--- src/rtl/param_shift_reg_pkg.sv ---
// Shared definitions for the universal shift register: the mode encodings.
package psr_pkg;

    localparam logic [2:0] MODE_HOLD  = 3'b000;
    localparam logic [2:0] MODE_LOAD  = 3'b001;
    localparam logic [2:0] MODE_SHL   = 3'b010;
    localparam logic [2:0] MODE_SHR   = 3'b011;
    localparam logic [2:0] MODE_ROL   = 3'b100;
    localparam logic [2:0] MODE_ROR   = 3'b101;
    localparam logic [2:0] MODE_CLEAR = 3'b110;
    localparam logic [2:0] MODE_RSVD  = 3'b111;

endpackage

--- src/rtl/param_shift_reg_sat_counter.sv ---
// Saturating up-counter with a one-cycle pulse on the edge that reaches MAX.
module sat_counter #(
    parameter int MAX = 8,
    parameter int W   = $clog2(MAX + 1)
) (
    input  logic         clk,
    input  logic         reset,
    input  logic         en_i,
    input  logic         inc_i,
    input  logic         clr_i,
    output logic [W-1:0] count_o,
    output logic         hit_o
);

    logic [W-1:0] cnt_q, cnt_d;
    logic         hit_q, hit_d;

    always_comb begin
        cnt_d = cnt_q;
        hit_d = 1'b0;
        if (en_i) begin
            if (clr_i) begin
                cnt_d = '0;
            end else if (inc_i && (cnt_q < W'(MAX))) begin
                cnt_d = cnt_q + W'(1);
                // Pulse only on the final step into saturation, never while parked there.
                hit_d = (cnt_q == W'(MAX - 1));
            end
        end
    end

    always_ff @(posedge clk) begin
        if (reset) begin
            cnt_q <= '0;
            hit_q <= 1'b0;
        end else begin
            cnt_q <= cnt_d;
            hit_q <= hit_d;
        end
    end

    assign count_o = cnt_q;
    assign hit_o   = hit_q;

endmodule

--- src/rtl/param_shift_reg.sv ---
// Universal WIDTH-bit register: hold/load/shift/rotate/clear with a saturating
// shift counter and a done pulse after WIDTH shifts.
module param_shift_reg
    import psr_pkg::*;
#(
    parameter int               WIDTH     = 8,
    parameter logic [WIDTH-1:0] RESET_VAL = '0,
    parameter int               CNT_W     = $clog2(WIDTH + 1)
) (
    input  logic             clk,
    input  logic             reset,
    input  logic             en,
    input  logic [2:0]       mode,
    input  logic [WIDTH-1:0] d_in,
    input  logic             ser_in_lsb,
    input  logic             ser_in_msb,
    output logic [WIDTH-1:0] q_out,
    output logic [WIDTH-1:0] q_outn,
    output logic             ser_out_msb,
    output logic             ser_out_lsb,
    output logic [CNT_W-1:0] shift_cnt,
    output logic             shift_done
);

    logic [WIDTH-1:0] q_q, q_d;
    logic             is_shift, is_restart;

    always_comb begin
        q_d = q_q;
        if (en) begin
            case (mode)
                MODE_LOAD:  q_d = d_in;
                MODE_SHL:   q_d = {q_q[WIDTH-2:0], ser_in_lsb};
                MODE_SHR:   q_d = {ser_in_msb, q_q[WIDTH-1:1]};
                MODE_ROL:   q_d = {q_q[WIDTH-2:0], q_q[WIDTH-1]};
                MODE_ROR:   q_d = {q_q[0], q_q[WIDTH-1:1]};
                MODE_CLEAR: q_d = RESET_VAL;
                default:    q_d = q_q;
            endcase
        end
    end

    always_ff @(posedge clk) begin
        if (reset) q_q <= RESET_VAL;
        else       q_q <= q_d;
    end

    assign is_shift   = (mode == MODE_SHL) || (mode == MODE_SHR) ||
                        (mode == MODE_ROL) || (mode == MODE_ROR);
    assign is_restart = (mode == MODE_LOAD) || (mode == MODE_CLEAR);

    sat_counter #(
        .MAX (WIDTH),
        .W   (CNT_W)
    ) u_cnt (
        .clk     (clk),
        .reset   (reset),
        .en_i    (en),
        .inc_i   (is_shift),
        .clr_i   (is_restart),
        .count_o (shift_cnt),
        .hit_o   (shift_done)
    );

    assign q_out       = q_q;
    assign q_outn      = ~q_q;
    assign ser_out_msb = q_q[WIDTH-1];
    assign ser_out_lsb = q_q[0];

endmodule

--- config.mk ---
export PLATFORM = sky130hd
export DESIGN_NAME = param_shift_reg
export DESIGN_NICKNAME = d
export VERILOG_FILES = /design/src/rtl/param_shift_reg_pkg.sv /design/src/rtl/param_shift_reg_sat_counter.sv /design/src/rtl/param_shift_reg.sv
export SDC_FILE = /design/constraint.sdc
export NUM_CORES = 1
export LEC_CHECK = 0
export BUFFER_PORTS_ARGS = -buffer_cell sky130_fd_sc_hd__buf_2
export CAP_MARGIN = 20
export CORE_ASPECT_RATIO = 1.25
export CORE_MARGIN = 5
export CORE_UTILIZATION = 45
export DETAILED_ROUTE_END_ITERATION = 6
export PLACE_DENSITY_LB_ADDON = 0.15
export SLEW_MARGIN = 20
export SYNTH_ARGS = -nofsm -noshare
export SYNTH_HDL_FRONTEND = slang
export SYNTH_SLANG_ARGS = --single-unit
--- constraint.sdc ---
create_clock -name clk -period 1.5 [get_ports clk]
set_clock_uncertainty 0.2 [all_clocks]
set_input_delay 0.15 -clock clk [delete_from_list [all_inputs] [get_ports clk]]
set_output_delay 0.15 -clock clk [all_outputs]
set_load 0.1 [all_outputs]
==> results.yml, run 1 <==
outcome:
  status: "complete, no violations"
finish:
  layout-drive-gt1-share_pct: 46.4
  nets: 169
  syn2layout_area_growth_pct: 48.9
  diodes: 0
  fin_util_pct: 70.4
critical_path:
  rr_startpoint: "q_out[6]$_SDFFE_PP0P_"
  required_ns: 1.15
  critPathMaxFanout: 5
  r2r_setup_slack_ns: 0.20
  r2r_cells: 3
  cp-end-kind: "primary output"
  crit_path_start_kind: "flop"
  path_cells: "clkinvlp_4 -> buf_2"
  worst_path_max_delay_cell: "buf_2"
  arrival_ns: 1.10
  critPathCapture: "q_outn[4]"
  cp_slowest_stage_delay_ns: 0.41
  crit_type: "reg -> out"
  r2r-end: "q_out[7]$_SDFFE_PP0P_"
  startpoint: "q_out[4]$_SDFFE_PP0P_"
synth:
  synth_nets: 121
  synth_area_sq_um: 835
  synth_cell_types: 36
  syn_area_per_cell_sq_um: 8.02
  ys_ff_latch: 13
  ys_top_cells_by_count: "a21oi_1, dfxtp_1, inv_1"
  synthArstFlopShare_pct: 0
  synth_warnings: 0
  synth-edff-count: 0
  ys_seq_area_share_pct: 31.2
  synthTopCellsByArea: "dfxtp_1, a21oi_1, mux2i_1"
  synthCells: 104
  synth_top_area_cell: "dfxtp_1"
  synth-main-ff-cell: "dfxtp_1"
  yosys.area.top_type_share_pct: 31.2
clock_network:
  cts_sinks: 13
  cts_setup_buffers: 0
  cts_max_level: 1
  cts_tree: "built"
  clk_latency_ns: 0.27
  numCtsBuffers: 3
  path_clk_slew_ns: 0.08
  clock_path_buffers: 2
  root_buffer: "clkbuf_4"
floorplan:
  dieArea_sq_um: 2820
  core_area_sq_um: 1770
  die_x_um: 48.5
  row_count: 17
  num_io_pins: 39
  die_y_um: 58.2
  initial_utilization_pct: 47.3
global_route:
  gr-usage-met1_pct: 18.9
  antenna_found_initial: 0
  met3_usage_pct: 4.11
  grt_use_met2_pct: 33.2
  grt_max_degree: 15
  grt_pass1_wl_um: 4000
  top_usage_layer: "met2"
  track_usage_pct: 17.7
  grt_pass1_vias: 895
  gr-total-overflow: 0
worst_hold_path:
  hold_depth: 3
  hold_class: "in -> reg"
sta:
  period_minus_slack_ns: 1.45
  tns_ns: 0
  timing_hold_violations_final: 0
  fmax_mhz: 688
  maxSlewHeadroom_pct: 67.7
  fin_ws_ns: 0.0467
  rsz0062_at_grt: "false"
  finalMaxSlewViolations: 0
  tightest_slew_ns: 0.487
  post-route-period-util_pct: 96.9
  setup_viol: 0
detailed_routing:
  drt_wl_total_um: 2360
  vias_per_cell: 5.45
  first_iter_violations: 20
  drt_first_pass_iters: 4
  drc: 0
  wire_per_inst_um: 13.9
  ant_nets: 0
  vias: 927
pwr:
  vdd_drop_max_mv: 0.662
  power_leakage_nw: 0.544
  power_density_nw_per_um2: 961
run:
  maxCapViolations: 0
placed_design:
  globalplace.congestion: 0.815
  numPortBuffers: 38
  dpl.hpwl_um: 1850
  place_ws_ns: -0.0141
cell type report:
class / count / area, sq um
fill: 162 / 523
sequential: 13 / 300
multi-input combinational: 75 / 488
inverter: 9 / 63.8
clock buffer: 4 / 26.3
timing repair buffer: 50 / 340
tap: 19 / 23.8
placed cells by master, fill, tap and decap left out, types with 2 or more instances in the layout:
master	netlist	layout
nand3b_1	3	3
a31oi_1	2	2
o221ai_1	2	2
buf_4	3	5
dfxtp_4	0	10
nand2b_1	3	3
dfxtp_2	0	2
clkbuf_4	0	8
dlygate4sd3_1	0	7
mux2i_1	6	6
nor2_1	7	7
o21ai_0	8	8
and2_1	2	2
nand2_1	4	4
clkinvlp_4	0	8
a21oi_1	13	13
a21o_1	2	2
buf_12	0	2
buf_2	2	31
nand3_1	4	4
state kept, by name (all words and copies together) (netlist names):
| name | flops |
|---|---|
| q_out | 8 |
| u_cnt.hit_o | 1 |
| u_cnt.count_o | 4 |
timing repair:
item,4_1_cts,5_1_grt
hold endpoints to repair,10,0
gates resized for setup,0,5
hold buffers,7,0
endpoints found under the setup margin,0,5
per-layer routing:
layer | up-vias | share of wire (%)
li1 | 461 | -
met1 | 420 | 35
met2 | 44 | 55
met3 | 2 | 9.2
met4 | 0 | 0.72
met5 | - | 0
logic make-up (layout without fill, tap and decap cells):
| kind of cell | count (synthesis) | in the layout | synth area share [%] |
|---|---|---|---|
| AO/OA/AOI/OAI | 36 | 36 | 27.9 |
| AND/OR/NAND/NOR | 30 | 30 | 19.5 |
| buffers and inverters | 16 | 63 | 10.6 |
| flip-flops | 13 | 13 | 31.2 |
| multiplexers | 6 | 6 | 7.20 |
| XOR/XNOR | 2 | 2 | 2.10 |
| adder cells (fa/ha/maj) | 1 | 1 | 1.50 |
metrics by stage:
stage	instance area [sq um]	hold slack [ns]	instances	total power [mW]
floorplan	907	0.00859	104	0.855
global placement	1130	0.178	159	0.957
detailed placement	1130	0.184	159	0.962
CTS	1230	0.0104	170	1.20
global route	1240	0.0139	170	1.26
finish	1240	0.0127	170	1.19
worst max-delay path: cells and delay by family, from the launching register on:
family | cells | cell delay (ns)
buffers and inverters | 2 | 0.46
DFF | 1 | 0.37
power breakdown:
group | switching, mW | total, mW | internal [mW]
Clock | 0.119 | 0.221 | 0.103
Sequential | 0.0341 | 0.399 | 0.364
Combinational | 0.432 | 0.575 | 0.142
worst min path at each step:
| stage | start | to | slack, ns |
|---|---|---|---|
| global placement | reset | q_out[7]$_SDFFE_PP0P_ | 0.18 |
| global route | d_in[1] | q_out[1]$_SDFFE_PP0P_ | 0.01 |
| finish | d_in[1] | q_out[1]$_SDFFE_PP0P_ | 0.01 |
| floorplan | reset | q_out[7]$_SDFFE_PP0P_ | 0.009 |
| CTS | d_in[1] | q_out[1]$_SDFFE_PP0P_ | 0.01 |
| detailed placement | reset | u_cnt.count_o[1]$_SDFFE_PP0P_ | 0.18 |
(Power assumes the default switching activity.)
==> run 2, diff against run 1 <==
- ABC_AREA: unset -> 1
==> results.yml, run 2 <==
sta:
  finalMaxSlewViolations: 0
  timing_hold_violations_final: 0
  holdWs_ns: 0.000300
  period_minus_slack_ns: 1.44
  setup_viol: 0
  post-route-period-util_pct: 96.3
  rsz0062_at_grt: "false"
  fmax_mhz: 693
  tightest_slew_ns: 0.487
  maxSlewHeadroom_pct: 67.7
finish:
  multi_input_area_sq_um: 492
  syn2layout_area_growth_pct: 52.5
  final_common_cell: "nand2_1"
  nFillCells: 151
  layout-drive-gt1-share_pct: 39.8
  nets: 204
  most-common-layout-cells: "nand2_1, buf_2, nor2_1, nand3_1, dfxtp_4"
  largest_reg_flops: 8
  fin_area_sq_um: 1280
  diodes: 0
  seqCellArea_sq_um: 300
detailed_routing:
  drt_first_pass_iters: 4
  wire_per_inst_um: 11.5
  drt_wl_total_um: 2360
  ant_nets: 0
  first_iter_violations: 18
  vias_per_cell: 4.98
  vias: 1021
  drc: 0
critical_path:
  crit_path_start_kind: "flop"
  r2r-end: "u_cnt.count_o[2]$_SDFFE_PP0P_"
  arrival_ns: 1.09
  cp_slowest_stage_delay_ns: 0.43
  required_ns: 1.15
  rr_startpoint: "u_cnt.count_o[0]$_SDFFE_PP0P_"
  r2r_setup_slack_ns: 0.31
  path_cells: "buf_2"
  worst_path_max_delay_cell: "buf_2"
  cp-end-kind: "primary output"
  crit_type: "reg -> out"
  cp_num_buf_inv: 1
  critPathTopFamily: "buffers and inverters"
  critPathMaxFanout: 5
  r2r_cells: 5
pwr:
  vdd_drop_max_mv: 0.737
  power_leakage_nw: 0.649
  power_density_nw_per_um2: 965
synth:
  ys_top_cells_by_count: "nand2_1, nor2_1, inv_1"
  synth_top_area_cell: "dfxtp_1"
  synth_cell_types: 18
  synth_area_sq_um: 838
  ys_seq_area_share_pct: 31.0
  yosys.area.top_type_share_pct: 31.0
  synth_nets: 159
  synthCells: 142
  synth-edff-count: 0
  ys_ff_latch: 13
  synth-main-ff-cell: "dfxtp_1"
  synthArstFlopShare_pct: 0
  synth_most_common_cell: "nand2_1"
  syn_area_per_cell_sq_um: 5.90
  synth_warnings: 0
  synthTopCellsByArea: "dfxtp_1, nand2_1, nor2_1"
clock_network:
  path_clk_slew_ns: 0.08
  clock_path_buffers: 2
  clk_latency_ns: 0.27
  cts_sinks: 13
  root_buffer: "clkbuf_4"
  cts_tree: "built"
  cts_max_level: 1
  numCtsBuffers: 3
placed_design:
  globalplace.congestion: 0.808
  numPortBuffers: 38
  placed_cell_area_sq_um: 1220
  dpl.hpwl_um: 1930
worst_hold_path:
  hold_class: "in -> reg"
  hold_depth: 5
  hold_start: "d_in[0]"
  min_to: "q_out[0]$_SDFFE_PP0P_"
floorplan:
  die_y_um: 58.3
  dieArea_sq_um: 2830
  die_x_um: 48.6
  core_area_sq_um: 1770
  row_count: 17
  num_io_pins: 39
  initial_utilization_pct: 47.5
global_route:
  antenna_found_initial: 0
  grt_pass1_vias: 1008
  grt_pass1_wl_um: 4090
  grt_max_degree: 10
  track_usage_pct: 17.5
  gr-total-overflow: 0
outcome:
  status: "complete, no violations"
run:
  maxCapViolations: 0
## run 2: through the flow
stage	setup TNS, ns	std cells	util, %	setup slack, ns	power (mW)
finish	0	205	72.4	0.0561	1.23
global route	0	205	72.4	0.0219	1.30
CTS	0	205	72.3	0.0124	1.24
detailed placement	0	198	69.1	0.0698	1.02
global placement	0	198	69.1	0.117	1.01
floorplan	-1.39	142	-	-0.204	0.862
## run 2: per-layer routing
metal  vias to the layer above  part of all wire [%]  global-route usage [%]
met3                         6                   6.8                    4.37
met2                        37                    50                    32.3
met5                         -                     0                       0
met4                         0                   2.2                    8.85
li1                        525                     -                       -
met1                       453                    41                    18.2
## run 2: layout make-up
type	count	share of cell area [%]
sequential	13	23.5
clock buffer	4	2.05
multi-input combinational	108	38.5
inverter	19	7.93
timing repair buffer	42	26.2
tap	19	1.86
## run 2: worst max path at each step
stage	from	to	cells after the start
after floorplan	q_out[7]$_SDFFE_PP0P_	q_out[6]$_SDFFE_PP0P_	4
after global placement	mode[1]	q_out[4]$_SDFFE_PP0P_	9
after detailed placement	mode[1]	q_out[1]$_SDFFE_PP0P_	9
after CTS	q_out[2]$_SDFFE_PP0P_	q_outn[2]	2
after global routing	q_out[7]$_SDFFE_PP0P_	q_out[7]	1
final	q_out[7]$_SDFFE_PP0P_	q_out[7]	1
## run 2: kinds of logic (layout without fill, tap and decap cells)
family | after synthesis | after routing | share of synthesized area (%)
adder cells (fa/ha/maj) | 1 | 1 | 1.49
AND/OR/NAND/NOR | 91 | 91 | 45.8
buffers and inverters | 21 | 65 | 10.3
AO/OA/AOI/OAI | 16 | 16 | 11.3
flip-flops | 13 | 13 | 31.0
## run 2: report_power, final
group          switching (mW)  total [mW]  internal [mW]
clock                   0.114       0.218          0.103
combinational           0.466       0.623          0.157
sequential             0.0284       0.393          0.365
## run 2: repair_timing
| action | in CTS | in global routing |
|---|---|---|
| hold endpoints to repair | 4 | 0 |
| resized for setup | 0 | 1 |
| hold buffers | 3 | 0 |
| setup buffers | 0 | 0 |
| setup endpoints to repair | 0 | 1 |
==> run 3, diff against run 2 <==
- BUFFER_PORTS_ARGS: -buffer_cell sky130_fd_sc_hd__buf_2 -> -buffer_cell sky130_fd_sc_hd__buf_4
==> results.yml, run 3 (synthesis gave the netlist of run 2 again) <==
finish:
  final_common_cell: "nand2_1"
  fin_area_sq_um: 1300
  layout-drive-gt1-share_pct: 39.2
  multi_input_area_sq_um: 492
  syn2layout_area_growth_pct: 54.6
  fin_util_pct: 73.4
  seqCellArea_sq_um: 300
  most-common-layout-cells: "nand2_1, buf_4, nor2_1, nand3_1, dfxtp_4"
  largest_reg_flops: 8
  nets: 207
  diodes: 0
  nFillCells: 141
  stdcell_count: 208
clock_network:
  cts_tree: "built"
  cts_sinks: 13
  root_buffer: "clkbuf_4"
  path_clk_slew_ns: 0.08
  cts_max_level: 1
  clock_path_buffers: 2
  numCtsBuffers: 3
  clk_latency_ns: 0.28
sta:
  tightest_slew_ns: 0.395
  rsz0062_at_grt: "false"
  post-route-period-util_pct: 94.4
  holdWs_ns: -0.00190
  maxSlewHeadroom_pct: 73.7
  setup_viol: 0
  tns_ns: 0
  finalMaxSlewViolations: 0
  period_minus_slack_ns: 1.42
  fmax_mhz: 706
  timing_hold_violations_final: 1
detailed_routing:
  vias_per_cell: 5.06
  drt_first_pass_iters: 4
  drc: 0
  ant_nets: 0
  first_iter_violations: 18
  drt_wl_total_um: 2590
  wire_per_inst_um: 12.5
  vias: 1053
critical_path:
  critPathMaxFanout: 7
  required_ns: 1.48
  cp-end-kind: "flop"
  cp_slowest_stage_delay_ns: 0.53
  r2r_setup_slack_ns: 0.31
  crit_path_start_kind: "input port"
  r2r-end: "u_cnt.count_o[2]$_SDFFE_PP0P_"
  path_cells: "dlygate4sd3_1 -> buf_4 -> inv_1 -> a21oi_4 -> nand2_1 -> nor2_1 -> nor2_1"
  worst_path_max_delay_cell: "dlygate4sd3_1"
  arrival_ns: 1.40
  path_common_cell: "nor2_1"
  crit_type: "in -> reg"
  r2r_cells: 5
  rr_startpoint: "u_cnt.count_o[0]$_SDFFE_PP0P_"
pwr:
  p_sw_share_pct: 50.0
  power_frac_seq_pct: 32.0
  power_density_nw_per_um2: 951
  p_switching_uw: 617
  power_leakage_nw: 0.635
  vdd_drop_max_mv: 0.872
  intPower_uw: 616
  power_frac_comb_pct: 49.6
  p_clk_share_pct: 18.4
worst_hold_path:
  hold_class: "in -> reg"
  hold_start: "d_in[0]"
  min_to: "q_out[0]$_SDFFE_PP0P_"
  hold_depth: 5
placed_design:
  globalplace.congestion: 0.819
  numPortBuffers: 38
  dp_cells: 198
  placed_cell_area_sq_um: 1210
  dpl.hpwl_um: 2000
global_route:
  track_usage_pct: 19.2
  grt_pass1_vias: 999
  grt_pass1_wl_um: 4420
  gr-total-overflow: 0
  grt_max_degree: 10
  antenna_found_initial: 0
outcome:
  status: "finished with violations"
  violations: "negative hold slack"
floorplan:
  num_io_pins: 39
  core_area_sq_um: 1770
  die_x_um: 48.6
  dieArea_sq_um: 2830
  die_y_um: 58.3
  initial_utilization_pct: 47.5
  row_count: 17
run:
  maxCapViolations: 0
-- run 3: metrics by stage --
step	power [mW]	setup slack, ns
finish	1.23	0.0845
global route	1.30	0.00568
CTS	1.23	0.119
detailed placement	1.00	0.0866
global placement	0.992	0.119
floorplan	0.862	-0.204
-- run 3: timing repair --
item | 4_1_cts | 5_1_grt
resized for setup | 0 | 0
endpoints found under the hold margin | 6 | 0
hold buffers | 6 | 0
buffers inserted | 0 | 0
-- run 3: layer usage --
metal / share of wire [%] / wire [um] / track usage (%)
met1: 38 / 977 / 21.1
met2: 53 / 1370 / 35.3
met3: 7.2 / 187 / 4.11
met4: 2.1 / 55 / 7.69
met5: 0 / 0 / 0
-- run 3: final cells by class --
| class | instances | area share (%) |
|---|---|---|
| multi-input combinational | 108 | 37.9 |
| timing repair buffer | 45 | 27.2 |
| sequential | 13 | 23.2 |
| inverter | 19 | 7.82 |
| clock buffer | 4 | 2.03 |
| tap | 19 | 1.83 |
-- run 3: critical path: cells and delay by family --
kind,cells,cell delay (ns)
compound gates,1,0.22
buf+inv,3,0.77
simple gates,3,0.26
-- run 3: power by group through the flow --
stage	registers, mW	clock network [mW]	logic, mW
floorplan	0.555	0	0.307
global placement	0.403	0	0.589
detailed placement	0.403	0	0.597
CTS	0.395	0.228	0.610
global route	0.399	0.254	0.646
finish	0.395	0.227	0.611
-- run 3: worst max path at each step --
stage	start	endpoint	slack [ns]
after global placement	mode[1]	q_out[1]$_SDFFE_PP0P_	0.12
after detailed placement	mode[1]	q_out[4]$_SDFFE_PP0P_	0.09
final	en	q_out[3]$_SDFFE_PP0P_	0.08
after CTS	en	q_out[4]$_SDFFE_PP0P_	0.12
after global routing	en	q_out[4]$_SDFFE_PP0P_	0.006
after floorplan	q_out[7]$_SDFFE_PP0P_	q_out[6]$_SDFFE_PP0P_	-0.20
